$ cat src/rtl/pipeline_seq_ctrl_if.sv
// pipeline_seq_ctrl_if
// Bundles the hazard inputs, debug run/step handshake and pipeline control
// outputs of the front-end sequencer.
//   master : the sequencer (consumes In_*, drives Out_*)
//   slave  : the pipeline datapath / debug unit side (the reverse)
interface pipeline_seq_ctrl_if;
  logic       In_Run;
  logic       In_StepReq;
  logic       Out_StepAck;
  logic [4:0] In_ID_Rs;
  logic [4:0] In_ID_Rt;
  logic       In_EX_MemRead;
  logic [4:0] In_EX_Rt;
  logic       In_BranchTaken;
  logic       In_HaltDetected;
  logic       Out_PCWrite;
  logic       Out_IFID_Enable;
  logic       Out_IFID_Flush;
  logic       Out_IDEX_Bubble;
  logic       Out_PipeEnable;
  logic       Out_Halted;
  logic [2:0] Out_State;

  modport master (
    input  In_Run, In_StepReq, In_ID_Rs, In_ID_Rt, In_EX_MemRead, In_EX_Rt,
           In_BranchTaken, In_HaltDetected,
    output Out_StepAck, Out_PCWrite, Out_IFID_Enable, Out_IFID_Flush,
           Out_IDEX_Bubble, Out_PipeEnable, Out_Halted, Out_State
  );

  modport slave (
    output In_Run, In_StepReq, In_ID_Rs, In_ID_Rt, In_EX_MemRead, In_EX_Rt,
           In_BranchTaken, In_HaltDetected,
    input  Out_StepAck, Out_PCWrite, Out_IFID_Enable, Out_IFID_Flush,
           Out_IDEX_Bubble, Out_PipeEnable, Out_Halted, Out_State
  );
endinterface

$ cat src/rtl/pipeline_seq_ctrl.sv
// pipeline_seq_ctrl
// Front-end sequencer and hazard controller for the 5-stage MIPS pipeline.
// Resolves load-use stalls, taken-branch flushes and HALT draining, and lets
// the debug unit run the pipeline continuously or single-step it.
// Ports:
//   Clock : system clock, all state updates on posedge
//   Reset : asynchronous, active-high; forces IDLE
//   bus   : pipeline_seq_ctrl_if.master (hazard inputs, run/step handshake,
//           PC / IF-ID / ID-EX / pipe enables, halted flag, state readout)
// Control outputs are combinational from state and inputs; Out_StepAck,
// Out_Halted and Out_State are registered.
module pipeline_seq_ctrl #(
  parameter int unsigned DRAIN_CYCLES = 4
) (
  input  logic                       Clock,
  input  logic                       Reset,
  pipeline_seq_ctrl_if.master        bus
);

  typedef enum logic [2:0] {
    ST_IDLE   = 3'd0,
    ST_RUN    = 3'd1,
    ST_STEP   = 3'd2,
    ST_DRAIN  = 3'd3,
    ST_HALTED = 3'd4
  } state_e;

  localparam logic [3:0] DRAIN_LAST = 4'(DRAIN_CYCLES - 1);

  state_e     state_r;
  state_e     state_next_s;
  logic [3:0] drain_cnt_r;
  logic       step_ack_r;
  logic       halted_r;

  logic       load_use_s;
  logic       pc_write_s;
  logic       ifid_enable_s;
  logic       ifid_flush_s;
  logic       idex_bubble_s;
  logic       pipe_enable_s;

  // Load in EX whose destination feeds the instruction in ID; r0 never hazards.
  assign load_use_s = bus.In_EX_MemRead && (bus.In_EX_Rt != 5'd0) &&
                      ((bus.In_EX_Rt == bus.In_ID_Rs) || (bus.In_EX_Rt == bus.In_ID_Rt));

  // Next-state and combinational pipeline control.
  always_comb begin
    state_next_s  = state_r;
    pc_write_s    = 1'b0;
    ifid_enable_s = 1'b0;
    ifid_flush_s  = 1'b0;
    idex_bubble_s = 1'b0;
    pipe_enable_s = 1'b0;
    case (state_r)
      ST_IDLE: begin
        if (bus.In_Run) begin
          state_next_s = ST_RUN;
        end else if (bus.In_StepReq) begin
          state_next_s = ST_STEP;
        end else begin
          state_next_s = ST_IDLE;
        end
      end
      ST_RUN, ST_STEP: begin
        // Advance cycle: run/step exit first, a halt may then override it.
        if ((state_r == ST_RUN) && bus.In_Run) begin
          state_next_s = ST_RUN;
        end else begin
          state_next_s = ST_IDLE;
        end
        pipe_enable_s = 1'b1;
        if (load_use_s) begin
          idex_bubble_s = 1'b1;
        end else if (bus.In_HaltDetected) begin
          ifid_flush_s  = 1'b1;
          idex_bubble_s = 1'b1;
          state_next_s  = ST_DRAIN;
        end else if (bus.In_BranchTaken) begin
          pc_write_s    = 1'b1;
          ifid_enable_s = 1'b1;
          ifid_flush_s  = 1'b1;
        end else begin
          pc_write_s    = 1'b1;
          ifid_enable_s = 1'b1;
        end
      end
      ST_DRAIN: begin
        pipe_enable_s = 1'b1;
        idex_bubble_s = 1'b1;
        if (drain_cnt_r == DRAIN_LAST) begin
          state_next_s = ST_HALTED;
        end else begin
          state_next_s = ST_DRAIN;
        end
      end
      ST_HALTED: begin
        state_next_s = ST_HALTED;
      end
      default: begin
        state_next_s = ST_IDLE;
      end
    endcase
  end

  // State, drain counter and registered status outputs.
  always_ff @(posedge Clock or posedge Reset) begin
    if (Reset) begin
      state_r     <= ST_IDLE;
      drain_cnt_r <= 4'd0;
      step_ack_r  <= 1'b0;
      halted_r    <= 1'b0;
    end else begin
      state_r <= state_next_s;
      // Counter is 0 on the first DRAIN cycle and counts while draining.
      if (state_r == ST_DRAIN) begin
        drain_cnt_r <= drain_cnt_r + 4'd1;
      end else begin
        drain_cnt_r <= 4'd0;
      end
      // STEP always lasts one cycle, whichever state it leaves to.
      step_ack_r <= (state_r == ST_STEP);
      halted_r   <= (state_next_s == ST_HALTED);
    end
  end

  assign bus.Out_PCWrite     = pc_write_s;
  assign bus.Out_IFID_Enable = ifid_enable_s;
  assign bus.Out_IFID_Flush  = ifid_flush_s;
  assign bus.Out_IDEX_Bubble = idex_bubble_s;
  assign bus.Out_PipeEnable  = pipe_enable_s;
  assign bus.Out_StepAck     = step_ack_r;
  assign bus.Out_Halted      = halted_r;
  assign bus.Out_State       = state_r;

endmodule

$ cat src/flat_wrapper.sv
// flat-port wrapper written by rule: the top's interface ports become plain ports
module pipeline_seq_ctrl_flat 
#(
  parameter int unsigned DRAIN_CYCLES = 4
)
  (Clock, Reset, bus_In_Run, bus_In_StepReq, bus_In_ID_Rs, bus_In_ID_Rt, bus_In_EX_MemRead, bus_In_EX_Rt, bus_In_BranchTaken, bus_In_HaltDetected, bus_Out_StepAck, bus_Out_PCWrite, bus_Out_IFID_Enable, bus_Out_IFID_Flush, bus_Out_IDEX_Bubble, bus_Out_PipeEnable, bus_Out_Halted, bus_Out_State);
  pipeline_seq_ctrl_if bus_i ();
  input  logic Clock;
  input  logic Reset;
  input wire logic [$bits(bus_i.In_Run)-1:0] bus_In_Run;
  input wire logic [$bits(bus_i.In_StepReq)-1:0] bus_In_StepReq;
  input wire logic [$bits(bus_i.In_ID_Rs)-1:0] bus_In_ID_Rs;
  input wire logic [$bits(bus_i.In_ID_Rt)-1:0] bus_In_ID_Rt;
  input wire logic [$bits(bus_i.In_EX_MemRead)-1:0] bus_In_EX_MemRead;
  input wire logic [$bits(bus_i.In_EX_Rt)-1:0] bus_In_EX_Rt;
  input wire logic [$bits(bus_i.In_BranchTaken)-1:0] bus_In_BranchTaken;
  input wire logic [$bits(bus_i.In_HaltDetected)-1:0] bus_In_HaltDetected;
  output wire logic [$bits(bus_i.Out_StepAck)-1:0] bus_Out_StepAck;
  output wire logic [$bits(bus_i.Out_PCWrite)-1:0] bus_Out_PCWrite;
  output wire logic [$bits(bus_i.Out_IFID_Enable)-1:0] bus_Out_IFID_Enable;
  output wire logic [$bits(bus_i.Out_IFID_Flush)-1:0] bus_Out_IFID_Flush;
  output wire logic [$bits(bus_i.Out_IDEX_Bubble)-1:0] bus_Out_IDEX_Bubble;
  output wire logic [$bits(bus_i.Out_PipeEnable)-1:0] bus_Out_PipeEnable;
  output wire logic [$bits(bus_i.Out_Halted)-1:0] bus_Out_Halted;
  output wire logic [$bits(bus_i.Out_State)-1:0] bus_Out_State;
  assign bus_i.In_Run = bus_In_Run;
  assign bus_i.In_StepReq = bus_In_StepReq;
  assign bus_i.In_ID_Rs = bus_In_ID_Rs;
  assign bus_i.In_ID_Rt = bus_In_ID_Rt;
  assign bus_i.In_EX_MemRead = bus_In_EX_MemRead;
  assign bus_i.In_EX_Rt = bus_In_EX_Rt;
  assign bus_i.In_BranchTaken = bus_In_BranchTaken;
  assign bus_i.In_HaltDetected = bus_In_HaltDetected;
  assign bus_Out_StepAck = bus_i.Out_StepAck;
  assign bus_Out_PCWrite = bus_i.Out_PCWrite;
  assign bus_Out_IFID_Enable = bus_i.Out_IFID_Enable;
  assign bus_Out_IFID_Flush = bus_i.Out_IFID_Flush;
  assign bus_Out_IDEX_Bubble = bus_i.Out_IDEX_Bubble;
  assign bus_Out_PipeEnable = bus_i.Out_PipeEnable;
  assign bus_Out_Halted = bus_i.Out_Halted;
  assign bus_Out_State = bus_i.Out_State;
  pipeline_seq_ctrl #(.DRAIN_CYCLES(DRAIN_CYCLES)) u_core (.Clock(Clock), .Reset(Reset), .bus(bus_i));
endmodule
$ cat config.mk
export PLATFORM = sky130hd
export DESIGN_NAME = pipeline_seq_ctrl_flat
export DESIGN_NICKNAME = d
export VERILOG_FILES = /design/src/rtl/pipeline_seq_ctrl_if.sv /design/src/rtl/pipeline_seq_ctrl.sv /design/src/flat_wrapper.sv
export SDC_FILE = /design/constraint.sdc
export NUM_CORES = 1
export LEC_CHECK = 0
export CORE_MARGIN = 1
export CORE_UTILIZATION = 37
export DETAILED_ROUTE_END_ITERATION = 7
export GPL_TIMING_DRIVEN = 0
export PLACE_DENSITY = 0.76
export REMOVE_ABC_BUFFERS = 1
export SKIP_CTS_REPAIR_TIMING = 1
export SLEW_MARGIN = 40
export SYNTH_ARGS = -nofsm -noshare
export SYNTH_HDL_FRONTEND = slang
export SYNTH_SLANG_ARGS = --single-unit
$ cat constraint.sdc
create_clock -name Clock -period 2.16 [get_ports Clock]
set_clock_uncertainty 0.1 [all_clocks]
set_input_delay 0.432 -clock Clock [delete_from_list [all_inputs] [get_ports Clock]]
set_output_delay 0.432 -clock Clock [all_outputs]
set_load 0.05 [all_outputs]
# Word-level counts from Yosys, hierarchy flattened
# Index checks and enable logic that the tools add are counted.
word_totals:
  word_cells: 40
  regBits: 9
  out_inout_bits: 10
  in_bits: 22
classes:
  n_mux: 19
  n_reduce_logical: 8
  addsub: 1
  eq_ne: 8
ops:
  columns: ["operator", "n"]
  rows:
  - ["3-bit case mux with 4 select lines", 1]
  - ["1-bit two-way mux", 11]
  - ["5-bit == test", 2]
  - ["3-bit two-way mux", 3]
  - ["3-bit by 2-bit == test with 1-bit output (second input constant)", 2]
  - ["3-bit == test (second input constant)", 2]
  - ["5-bit nonzero test", 1]
  - ["4-bit by 1-bit adder with 4-bit output (second input constant)", 1]
  - ["4-bit by 2-bit == test with 1-bit output (second input constant)", 1]
  - ["2-bit two-way mux", 2]
  - ["4-bit two-way mux", 1]
  - ["3-bit by 1-bit == test with 1-bit output (second input constant)", 1]
  - ["1-bit logical AND", 3]
  - ["3-bit zero test", 1]
  - ["3-bit OR reduction", 1]
  - ["1-bit case mux with 2 select lines", 1]
  - ["2-bit OR reduction", 1]
  - ["1-bit logical OR", 1]

# Longest topological paths before layout
# Gate-level depths: netlist of the first run.
logic_depth:
  word_depth: 7
  ltp_mapped: 5
  ltp_nobuf: 5

# Least setup slack after synthesis of the first run
# No wires, ideal clock.
synth_timing:
  path_kind: "input to output"
  start: "input bus_In_EX_Rt[1]"
  end: "output bus_Out_PCWrite"
  slack_ns: -1.003
  stages: 4
  t_arrival_ns: 2.631
  t_required_ns: 1.628
  n_path_buf: 1
  path_cell_list: "or4_1 -> o21a_1 -> a2111oi_2 -> buf_4"
synth_between:
  elab_chain_len: 5
  elab_cells_between_ends: 8
  classes_between: "2 x eq/ne; 2 x mux; 4 x reduce/logical"
synth_lines:
  columns: ["element", "line", "source"]
  rows:
  - ["from (decl)", "flat_wrapper.sv:15", "input wire logic [$bits(bus_i.In_EX_Rt)-1:0] bus_In_EX_Rt;"]
  - ["5-bit == test / 5-bit nonzero test (equally long branches)", "pipeline_seq_ctrl.sv:45, pipeline_seq_ctrl.sv:44", null]
  - ["1-bit logical OR / 1-bit logical AND (equally long branches)", "pipeline_seq_ctrl.sv:45, pipeline_seq_ctrl.sv:44", null]
  - ["1-bit logical AND *", "pipeline_seq_ctrl.sv:44", "assign load_use_s = bus.In_EX_MemRead && (bus.In_EX_Rt != 5'd0) &&"]
  - ["1-bit two-way mux * (2 in series)", null, null]
  - ["to (decl)", "flat_wrapper.sv:19", "output wire logic [$bits(bus_i.Out_PCWrite)-1:0] bus_Out_PCWrite;"]
# Every way passes the cells marked *; elsewhere a longest branch is shown, timed or not.

# Worst setup path after layout of the first run
layout_timing:
  start: "input bus_In_EX_Rt[4]"
  end: "output bus_Out_PCWrite"
layout_between:
  elab_chain_len: 5
  elab_cells_between_ends: 8
  classes_between: "2 x eq/ne; 2 x mux; 4 x reduce/logical"
layout_lines:
  columns: ["element", "line", "source"]
  rows:
  - ["5-bit == test / 5-bit nonzero test (equally long branches)", "pipeline_seq_ctrl.sv:45, pipeline_seq_ctrl.sv:44", null]
  - ["1-bit logical OR / 1-bit logical AND (equally long branches)", "pipeline_seq_ctrl.sv:45, pipeline_seq_ctrl.sv:44", null]
  - ["1-bit logical AND *", "pipeline_seq_ctrl.sv:44", null]
  - ["1-bit two-way mux *", "pipeline_seq_ctrl.sv:73", "if (load_use_s) begin"]
  - ["1-bit two-way mux *", "pipeline_seq_ctrl.sv:55", "case (state_r)"]
# Marks and branches as above.

==> results of run 1 <==
==> worst max-delay path by stage <==
stage | start | endpoint | slack, ns
floorplan | bus_In_EX_Rt[1] | bus_Out_IFID_Enable | -1.41
global placement | bus_In_EX_Rt[1] | bus_Out_IFID_Enable | -1.31
detailed placement | bus_In_EX_Rt[1] | bus_Out_PCWrite | -1.35
CTS | bus_In_EX_Rt[1] | bus_Out_PCWrite | -1.36
global route | bus_In_EX_Rt[4] | bus_Out_IFID_Enable | -0.33
finish | bus_In_EX_Rt[4] | bus_Out_PCWrite | -0.30
==> layout by cell type (no fill, tap or decap), drive strengths merged, types with 2 or more instances in the layout <==
cell type	instances
a22o	2
buf	9
clkbuf	5
clkdlybuf4s50	8
dfrtp	9
dlymetal6s2s	16
nand2	4
nand3	3
nand3b	2
nor2	7
nor3b	2
o211ai	2
o21a	2
o21bai	2
xnor2	12
==> kinds of logic after synthesis <==
logic type / after synthesis
DFF: 9
adders and majority gates: 1
and+or+nand+nor: 23
xor gates and xnor gates: 13
buffers and inverters: 5
AOI/OAI and AO/OA: 13
==> power breakdown <==
group	internal [W]	switching [W]	total [W]
registers	0.000219	0.0000634	0.000283
clock network	0.0000710	0.0000561	0.000127
logic	0.000318	0.000513	0.000831
total	0.000608	0.000633	0.00124
==> synthesized netlist by cell type, types with 2 or more instances <==
master	number	area, um2
nand3b_1	2	15.0
o21bai_1	2	15.0
o21a_1	2	15.0
nand2_1	4	15.0
nor3b_1	2	15.0
nand3_1	3	15.0
a22o_1	2	17.5
xnor2_1	12	105
o211ai_1	2	15.0
dfrtp_1	9	225
nor2_1	7	26.3
clkbuf_1	3	11.3
==> routing by layer <==
metal	vias to the layer above	global-route usage, %	part of all wire, %	routed length [um]
met5	-	0	0	0
met4	0	11.3	2.3	34
met3	4	6.03	11	158
met2	34	27.1	47	693
met1	271	18.4	40	584
li1	289	-	-	-
==> critical path, delay by kind of cell <==
| family | cells | cell delay, ns |
|---|---|---|
| AND/OR/NAND/NOR | 1 | 0.53 |
| buffers and inverters | 2 | 0.30 |
| AO/OA/AOI/OAI | 2 | 0.66 |
==> final cells by class <==
type / instances / share of cell area [%]
Clock buffer: 4 / 2.48
Sequential cell: 9 / 21.2
Multi-Input combinational cell: 50 / 37.1
Timing Repair Buffer: 34 / 36.9
Tap cell: 16 / 1.89
Inverter: 1 / 0.354
==> flip-flops by register name, summed over array words and instances, names as in the netlist <==
| register | flops |
|---|---|
| u_core.bus.Out_State | 3 |
| u_core.bus.Out_Halted | 1 |
| u_core.drain_cnt_r | 4 |
| u_core.bus.Out_StepAck | 1 |
==> per-stage QoR <==
stage	setup WS (ns)	cell area [um2]
floorplan	-1.41	582
global placement	-1.31	912
detailed placement	-1.35	912
CTS	-1.36	938
global route	-0.329	1060
finish	-0.300	1060
==> results.sh, run 1 <==
export IMPL_cts_root_buf="clkbuf_4"
export IMPL_critPathKind="input port to output port"
export IMPL_synth_async_reset_ratio_pct=100
export IMPL_crit_arrival_ns=1.93
export IMPL_dp_hpwl_um=1060
export IMPL_synth_mux_area_share_pct=0
export IMPL_ys_ff_latch=9
export IMPL_synth_edff_count=0
export IMPL_grt_max_degree=12
export IMPL_num_fill_cells=122
export IMPL_tritoncts="done"
export IMPL_final_cells=114
export IMPL_syn_area_um2=601
export IMPL_layout_setup_ws_ns=-0.300
export IMPL_status="finished with violations"
export IMPL_syn_inst=64
export IMPL_drtPass1Iterations=4
export IMPL_fin_hold_ws_ns=0.323
export IMPL_ys_warn_count=0
export IMPL_syn_area_per_cell_um2=9.38
export IMPL_synth_compound_area_share_pct=17.1
export IMPL_dp_cells=107
export IMPL_min_path_type="input port to asynchronous set/reset pin"
export IMPL_reg2reg_from="u_core.drain_cnt_r[0]"
export IMPL_worstSetupEndpointType="output port"
export IMPL_grt_antenna_before_repair=0
export IMPL_io_pins=32
export IMPL_synth_fa_ha_area_share_pct=2.08
export IMPL_ir_worst_vdd_mv=1.27
export IMPL_die_y_um=42.3
export IMPL_portBuffers=31
export IMPL_drv_cap=0
export IMPL_globalplace_congestion=0.711
export IMPL_ys_seq_area_share_pct=37.5
export IMPL_power_leakage_nw=0.548
export IMPL_slew_violations=0
export IMPL_rsz0062_at_grt="yes"
export IMPL_cp_required_ns=1.63
export IMPL_cp_max_fo=3
export IMPL_cts_buffers=3
export IMPL_overflow=0
export IMPL_grt_pass1_vias=524
export IMPL_worstPathCellList="buf_8 -> or4_4 -> o21a_4 -> a2111oi_4 -> buf_6"
export IMPL_max_freq_mhz=406
export IMPL_synthXorXnorAreaFrac_pct=19.0
export IMPL_power_density_mw_per_mm2=1170
export IMPL_p_total_w=0.00124
export IMPL_critPathLaunchType="input port"
export IMPL_initial_core_util_pct=39.9
export IMPL_multi_input_area_um2=394
export IMPL_tightest_slew_ns=0.518
export IMPL_finalHoldViolations=0
export IMPL_regArea_um2=225
export IMPL_routed_wl_um=1470
export IMPL_failed_checks="setup timing"
export IMPL_area_growth_pct=76.7
export IMPL_clock_latency_ns=0.26
export IMPL_drtIter0Drc=5
export IMPL_reg2regPathDepth=5
export IMPL_htreeDepth=1
export IMPL_cts_sink_count=9
export IMPL_cts_buffer_depth=2
export IMPL_yosysUniqueCellTypes=26
export IMPL_die_area_mm2=0.00179
export IMPL_fin_nets=122
export IMPL_drc=0
export IMPL_slowest_stage="or4_4"
export IMPL_antenna_diode_count=0
export IMPL_r2r_slack_ns=0.62
export IMPL_max_slew_margin_pct=65.4
export IMPL_clkTransAtPathRegs_ns=0.06
export IMPL_cpPeakStageDelay_ns=0.53
export IMPL_synthFlopType="dfrtp_1"
export IMPL_grt_pass1_wl_um=2240
export IMPL_finalSetupTns_ns=-0.728
export IMPL_vias=598
export IMPL_fin_util_pct=70.4
export IMPL_track_usage_pct=16.8
export IMPL_setup_viol=4
export IMPL_layout_drive_gt1_share_pct=18.4
export IMPL_via_per_inst=5.25
export IMPL_row_count=14
export IMPL_wire_per_inst_um=12.9
export IMPL_final_period_utilization_pct=114
export IMPL_fp_dieW_um=42.3
export IMPL_synthSimpleGateAreaFrac_pct=20.6
export IMPL_r2r_end="u_core.bus.Out_State[0]"
export IMPL_synth_top_family_by_area="simple AND/OR/NAND/NOR gates"
export IMPL_drtAntennaViolNets=0
export IMPL_coreArea_mm2=0.00151
export IMPL_fin_crit_ns=2.46
No activity file was read; power rests on OpenSTA's default activity.
==> run 2, diff against run 1 <==
==> constraint.sdc (replaced) <==
create_clock -name Clock -period 2.7 [get_ports Clock]
set_clock_uncertainty 0.1 [all_clocks]
set_input_delay 0.54 -clock Clock [delete_from_list [all_inputs] [get_ports Clock]]
set_output_delay 0.54 -clock Clock [all_outputs]
set_load 0.05 [all_outputs]
==> run 2 against run 1 <==
Against the previous run:
- the run now ends clean
- via count decreased by 1.8%
- register-to-register slack improved by 0.57 ns
- sequential share of layout area is 1.5 points higher
- first-iteration DRC count is 40% higher
- critical path depth unchanged
- non-clock buffer count is 1 lower
- worst setup slack better by 0.33 ns
- critical endpoint unchanged
- largest cell class unchanged
- highest routed layer unchanged
==> results.sh, run 2 (synthesis gave the netlist of run 1 again) <==
export IMPL_mostFrequentLayoutCells="clkdlybuf4s50_1 (22), xnor2_1 (12), dfrtp_1 (9), nor2_1 (7)"
export IMPL_num_fill_cells=135
export IMPL_grt_max_degree=12
export IMPL_antenna_diode_count=0
export IMPL_final_common_cell="clkdlybuf4s50_1"
export IMPL_dp_cells=107
export IMPL_max_freq_mhz=374
export IMPL_drtAntennaViolNets=0
export IMPL_layout_setup_ws_ns=0.0263
export IMPL_overflow=0
export IMPL_setup_viol=0
export IMPL_die_area_mm2=0.00179
export IMPL_vias=587
export IMPL_drtPass1Iterations=4
export IMPL_min_from="u_core.drain_cnt_r[0]"
export IMPL_finalHoldViolations=0
export IMPL_critPathLaunchType="input port"
export IMPL_min_path_cells=1
export IMPL_largest_register_ffs=4
export IMPL_drtIter0Drc=7
export IMPL_finalSetupTns_ns=0
export IMPL_reg2regPathDepth=5
export IMPL_dp_hpwl_um=1060
export IMPL_drc=0
export IMPL_min_path_type="register to register"
export IMPL_power_density_mw_per_mm2=966
export IMPL_ir_worst_vdd_mv=0.933
export IMPL_globalplace_congestion=0.711
export IMPL_row_count=14
export IMPL_critPathKind="input port to output port"
export IMPL_tightest_slew_ns=0.509
export IMPL_cp_max_fo=3
export IMPL_detailed_place_area_um2=912
export IMPL_power_leakage_nw=0.410
export IMPL_initial_core_util_pct=39.9
export IMPL_rsz0062_at_grt="yes"
export IMPL_routed_wl_um=1340
export IMPL_final_cells=113
export IMPL_final_period_utilization_pct=99.0
export IMPL_status="finished clean"
export IMPL_preCtsSetupSlack_ns=-1.02
export IMPL_fin_area_um2=992
export IMPL_fin_crit_ns=2.67
export IMPL_cts_buffers=3
export IMPL_clock_latency_ns=0.26
export IMPL_cp_required_ns=2.06
export IMPL_reg2reg_from="u_core.drain_cnt_r[0]"
export IMPL_max_slew_margin_pct=66.0
export IMPL_fp_dieW_um=42.3
export IMPL_grt_pass1_wl_um=2240
export IMPL_drv_cap=0
export IMPL_cts_root_buf="clkbuf_4"
export IMPL_layout_drive_gt1_share_pct=16.5
export IMPL_slew_violations=0
export IMPL_cts_buffer_depth=2
export IMPL_fin_nets=121
export IMPL_htreeDepth=1
export IMPL_portBuffers=31
export IMPL_grt_pass1_vias=524
export IMPL_grt_antenna_before_repair=0
export IMPL_cts_sink_count=9
export IMPL_tritoncts="done"
export IMPL_die_y_um=42.3
export IMPL_coreArea_mm2=0.00151
export IMPL_track_usage_pct=16.8
export IMPL_worstSetupEndpointType="output port"
export IMPL_r2r_slack_ns=1.19
export IMPL_io_pins=32
export IMPL_wire_per_inst_um=11.8
export IMPL_via_per_inst=5.19
export IMPL_crit_arrival_ns=2.03
export IMPL_r2r_end="u_core.bus.Out_State[0]"
export IMPL_holdPathEnd="u_core.drain_cnt_r[0]"
export IMPL_clkTransAtPathRegs_ns=0.06
export IMPL_area_growth_pct=65.2
export IMPL_regMostFlops="u_core.drain_cnt_r"
export IMPL_critPathLaunch="bus_In_EX_Rt[4]"
[run 2: worst max-delay path by stage]
stage,endpoint,cells past startpoint
after floorplan,bus_Out_IFID_Enable,3
after global placement,bus_Out_IFID_Enable,5
after detailed placement,bus_Out_PCWrite,5
after CTS,bus_Out_PCWrite,5
after global routing,bus_Out_IFID_Enable,5
final,bus_Out_PCWrite,5
[run 2: cell type report]
class | instances | area, um2 | area share [%]
well taps | 16 | 20.0 | 2.02
clock buffers | 4 | 26.3 | 2.65
repair buffers | 33 | 327 | 32.9
multi-input cells | 50 | 390 | 39.3
flip-flops and latches | 9 | 225 | 22.7
inverters | 1 | 3.75 | 0.378
[run 2: metrics by stage]
step | power, W | hold WS (ns) | util [%]
detailed placement | 0.000848 | 0.362 | 60.5
floorplan | 0.000642 | 0.268 | -
global route | 0.00102 | 0.400 | 65.9
CTS | 0.000955 | 0.370 | 62.3
finish | 0.000958 | 0.366 | 65.9
global placement | 0.000839 | 0.344 | 60.5
[run 2: critical path, stage by stage]
cell	delay [ns]
buf_8	0.09
or4_4	0.53
o21a_4	0.25
a2111oi_4	0.41
buf_6	0.21
[run 2: metal layers]
layer / global-route usage [%] / routed length, um / vias to the layer above / share of wire (%)
li1: - / - / 286 / -
met1: 18.4 / 546 / 263 / 41
met2: 27.1 / 602 / 34 / 45
met3: 6.03 / 153 / 4 / 11
met4: 11.3 / 34 / 0 / 2.5
met5: 0 / 0 / - / 0
[run 2: power by group]
part / total, W / internal (W) / switching, W
combinational: 0.000629 / 0.000232 / 0.000396
clock: 0.000103 / 0.0000569 / 0.0000464
sequential: 0.000227 / 0.000175 / 0.0000512
==> run 3, diff against run 2 <==
--- a/config.mk
+++ b/config.mk
@@ -5,11 +5,13 @@
 export SDC_FILE = /design/constraint.sdc
 export NUM_CORES = 1
 export LEC_CHECK = 0
+export ABC_CLOCK_PERIOD_IN_PS = 2700
 export CORE_MARGIN = 1
 export CORE_UTILIZATION = 37
 export DETAILED_ROUTE_END_ITERATION = 7
 export GPL_TIMING_DRIVEN = 0
 export PLACE_DENSITY = 0.76
+export RECOVER_POWER = 50
 export REMOVE_ABC_BUFFERS = 1
 export SKIP_CTS_REPAIR_TIMING = 1
 export SLEW_MARGIN = 40
==> run 3 against run 2 <==
Against the previous run:
- global-route usage is the same
- design area unchanged
- highest routed layer unchanged
- via count unchanged
- critical endpoint unchanged
- routed wire length is the same
- count of clock-buffer cells in the layout stayed put
- final cell count stayed put
- first-iteration DRC count did not move
- non-clock buffer count unchanged
==> results.sh, run 3 (synthesis gave the netlist of run 1 again) <==
export IMPL_status="finished clean"
export IMPL_critPathLaunchType="input port"
export IMPL_layout_drive_gt1_share_pct=16.5
export IMPL_critPathTopFamily="compound AO/OA/AOI/OAI gates"
export IMPL_cts_root_buf="clkbuf_4"
export IMPL_min_path_type="register to register"
export IMPL_cts_buffer_depth=2
export IMPL_finalHoldViolations=0
export IMPL_final_cells=113
export IMPL_reg2regPathDepth=5
export IMPL_critPathKind="input port to output port"
export IMPL_rsz0062_at_grt="yes"
export IMPL_regMostFlops="u_core.drain_cnt_r"
export IMPL_tritoncts="done"
export IMPL_wire_per_inst_um=11.8
export IMPL_crit_arrival_ns=2.03
export IMPL_antenna_diode_count=0
export IMPL_finalSetupTns_ns=0
export IMPL_area_growth_pct=65.2
export IMPL_vias=587
export IMPL_fp_dieW_um=42.3
export IMPL_setup_viol=0
export IMPL_coreArea_mm2=0.00151
export IMPL_htreeDepth=1
export IMPL_fin_nets=121
export IMPL_worstPathCellList="buf_8 -> or4_4 -> o21a_4 -> a2111oi_4 -> buf_6"
export IMPL_row_count=14
export IMPL_grt_pass1_wl_um=2240
export IMPL_drv_cap=0
export IMPL_drtPass1Iterations=4
export IMPL_grt_max_degree=12
export IMPL_ir_worst_vdd_mv=0.933
export IMPL_path_buf_inv=2
export IMPL_worstSetupEndpointType="output port"
export IMPL_grt_pass1_vias=524
export IMPL_power_density_mw_per_mm2=966
export IMPL_r2r_slack_ns=1.19
export IMPL_cts_buffers=3
export IMPL_cp_max_fo=3
export IMPL_final_common_cell="clkdlybuf4s50_1"
export IMPL_slowest_stage="or4_4"
export IMPL_die_area_mm2=0.00179
export IMPL_critPathCapture="bus_Out_PCWrite"
export IMPL_die_y_um=42.3
export IMPL_fin_util_pct=65.9
export IMPL_routed_wl_um=1340
export IMPL_dp_cells=107
export IMPL_cpPeakStageDelay_ns=0.53
export IMPL_reg2reg_from="u_core.drain_cnt_r[0]"
export IMPL_via_per_inst=5.19
export IMPL_mostFrequentLayoutCells="clkdlybuf4s50_1 (21), xnor2_1 (12), dfrtp_1 (9), nor2_1 (7)"
export IMPL_drtIter0Drc=7
export IMPL_tightest_slew_ns=0.509
export IMPL_max_slew_margin_pct=66.0
export IMPL_clkTransAtPathRegs_ns=0.06
export IMPL_fin_crit_ns=2.67
export IMPL_max_freq_mhz=374
export IMPL_critPathLaunch="bus_In_EX_Rt[4]"
export IMPL_clock_latency_ns=0.26
export IMPL_final_period_utilization_pct=99.0
export IMPL_largest_register_ffs=4
export IMPL_initial_core_util_pct=39.9
export IMPL_num_fill_cells=135
export IMPL_dp_hpwl_um=1060
export IMPL_globalplace_congestion=0.711
export IMPL_cts_sink_count=9
export IMPL_cp_required_ns=2.06
export IMPL_cp_depth=5
export IMPL_overflow=0
export IMPL_portBuffers=31
export IMPL_drc=0
export IMPL_io_pins=32
export IMPL_r2r_end="u_core.bus.Out_State[0]"
export IMPL_power_leakage_nw=0.411
export IMPL_track_usage_pct=16.8
export IMPL_grt_antenna_before_repair=0
export IMPL_slew_violations=0
export IMPL_p_total_w=0.000958
export IMPL_drtAntennaViolNets=0
-- run 3: power by group --
group          leakage (nW)  switching [W]  total, W  internal, W
logic                 0.279       0.000396  0.000628     0.000232
registers             0.117      0.0000512  0.000227     0.000175
clock network        0.0150      0.0000464  0.000103    0.0000569
-- run 3: worst min path at each step --
stage	start	slack [ns]	cells past startpoint	to
after floorplan	Reset	0.27	1	u_core.bus.Out_Halted
after global placement	u_core.drain_cnt_r[0]	0.34	1	u_core.drain_cnt_r[0]
after detailed placement	u_core.drain_cnt_r[0]	0.36	1	u_core.drain_cnt_r[0]
after CTS	u_core.drain_cnt_r[0]	0.37	1	u_core.drain_cnt_r[0]
after global routing	u_core.drain_cnt_r[0]	0.40	1	u_core.drain_cnt_r[0]
final	u_core.drain_cnt_r[0]	0.37	1	u_core.drain_cnt_r[0]
-- run 3: cell type report --
type | instances | area, um2 | area share, %
well taps | 16 | 20.0 | 2.02
repair buffers | 33 | 327 | 32.9
flip-flops and latches | 9 | 225 | 22.7
inverters | 1 | 3.75 | 0.378
clock buffers | 4 | 26.3 | 2.65
multi-input cells | 50 | 390 | 39.3
-- run 3: worst reg2reg max path, stage by stage (launching register included) --
cell,delay (ns)
dfrtp_1,0.37
ha_1,0.19
nor3b_1,0.35
nor2_1,0.11
o21bai_1,0.16
o211ai_1,0.10
-- run 3: metrics by stage --
| stage | cell area (um2) | hold slack, ns | setup slack (ns) |
|---|---|---|---|
| global placement | 912 | 0.344 | -0.981 |
| global route | 992 | 0.400 | -0.00697 |
| finish | 992 | 0.366 | 0.0263 |
| detailed placement | 912 | 0.362 | -1.02 |
| floorplan | 582 | 0.268 | -1.09 |
| CTS | 938 | 0.370 | -1.04 |
-- run 3: metal layers --
metal	track usage, %	part of all wire (%)
met5	0	0
met1	18.4	41
met4	11.3	2.5
met3	6.03	11
met2	27.1	45
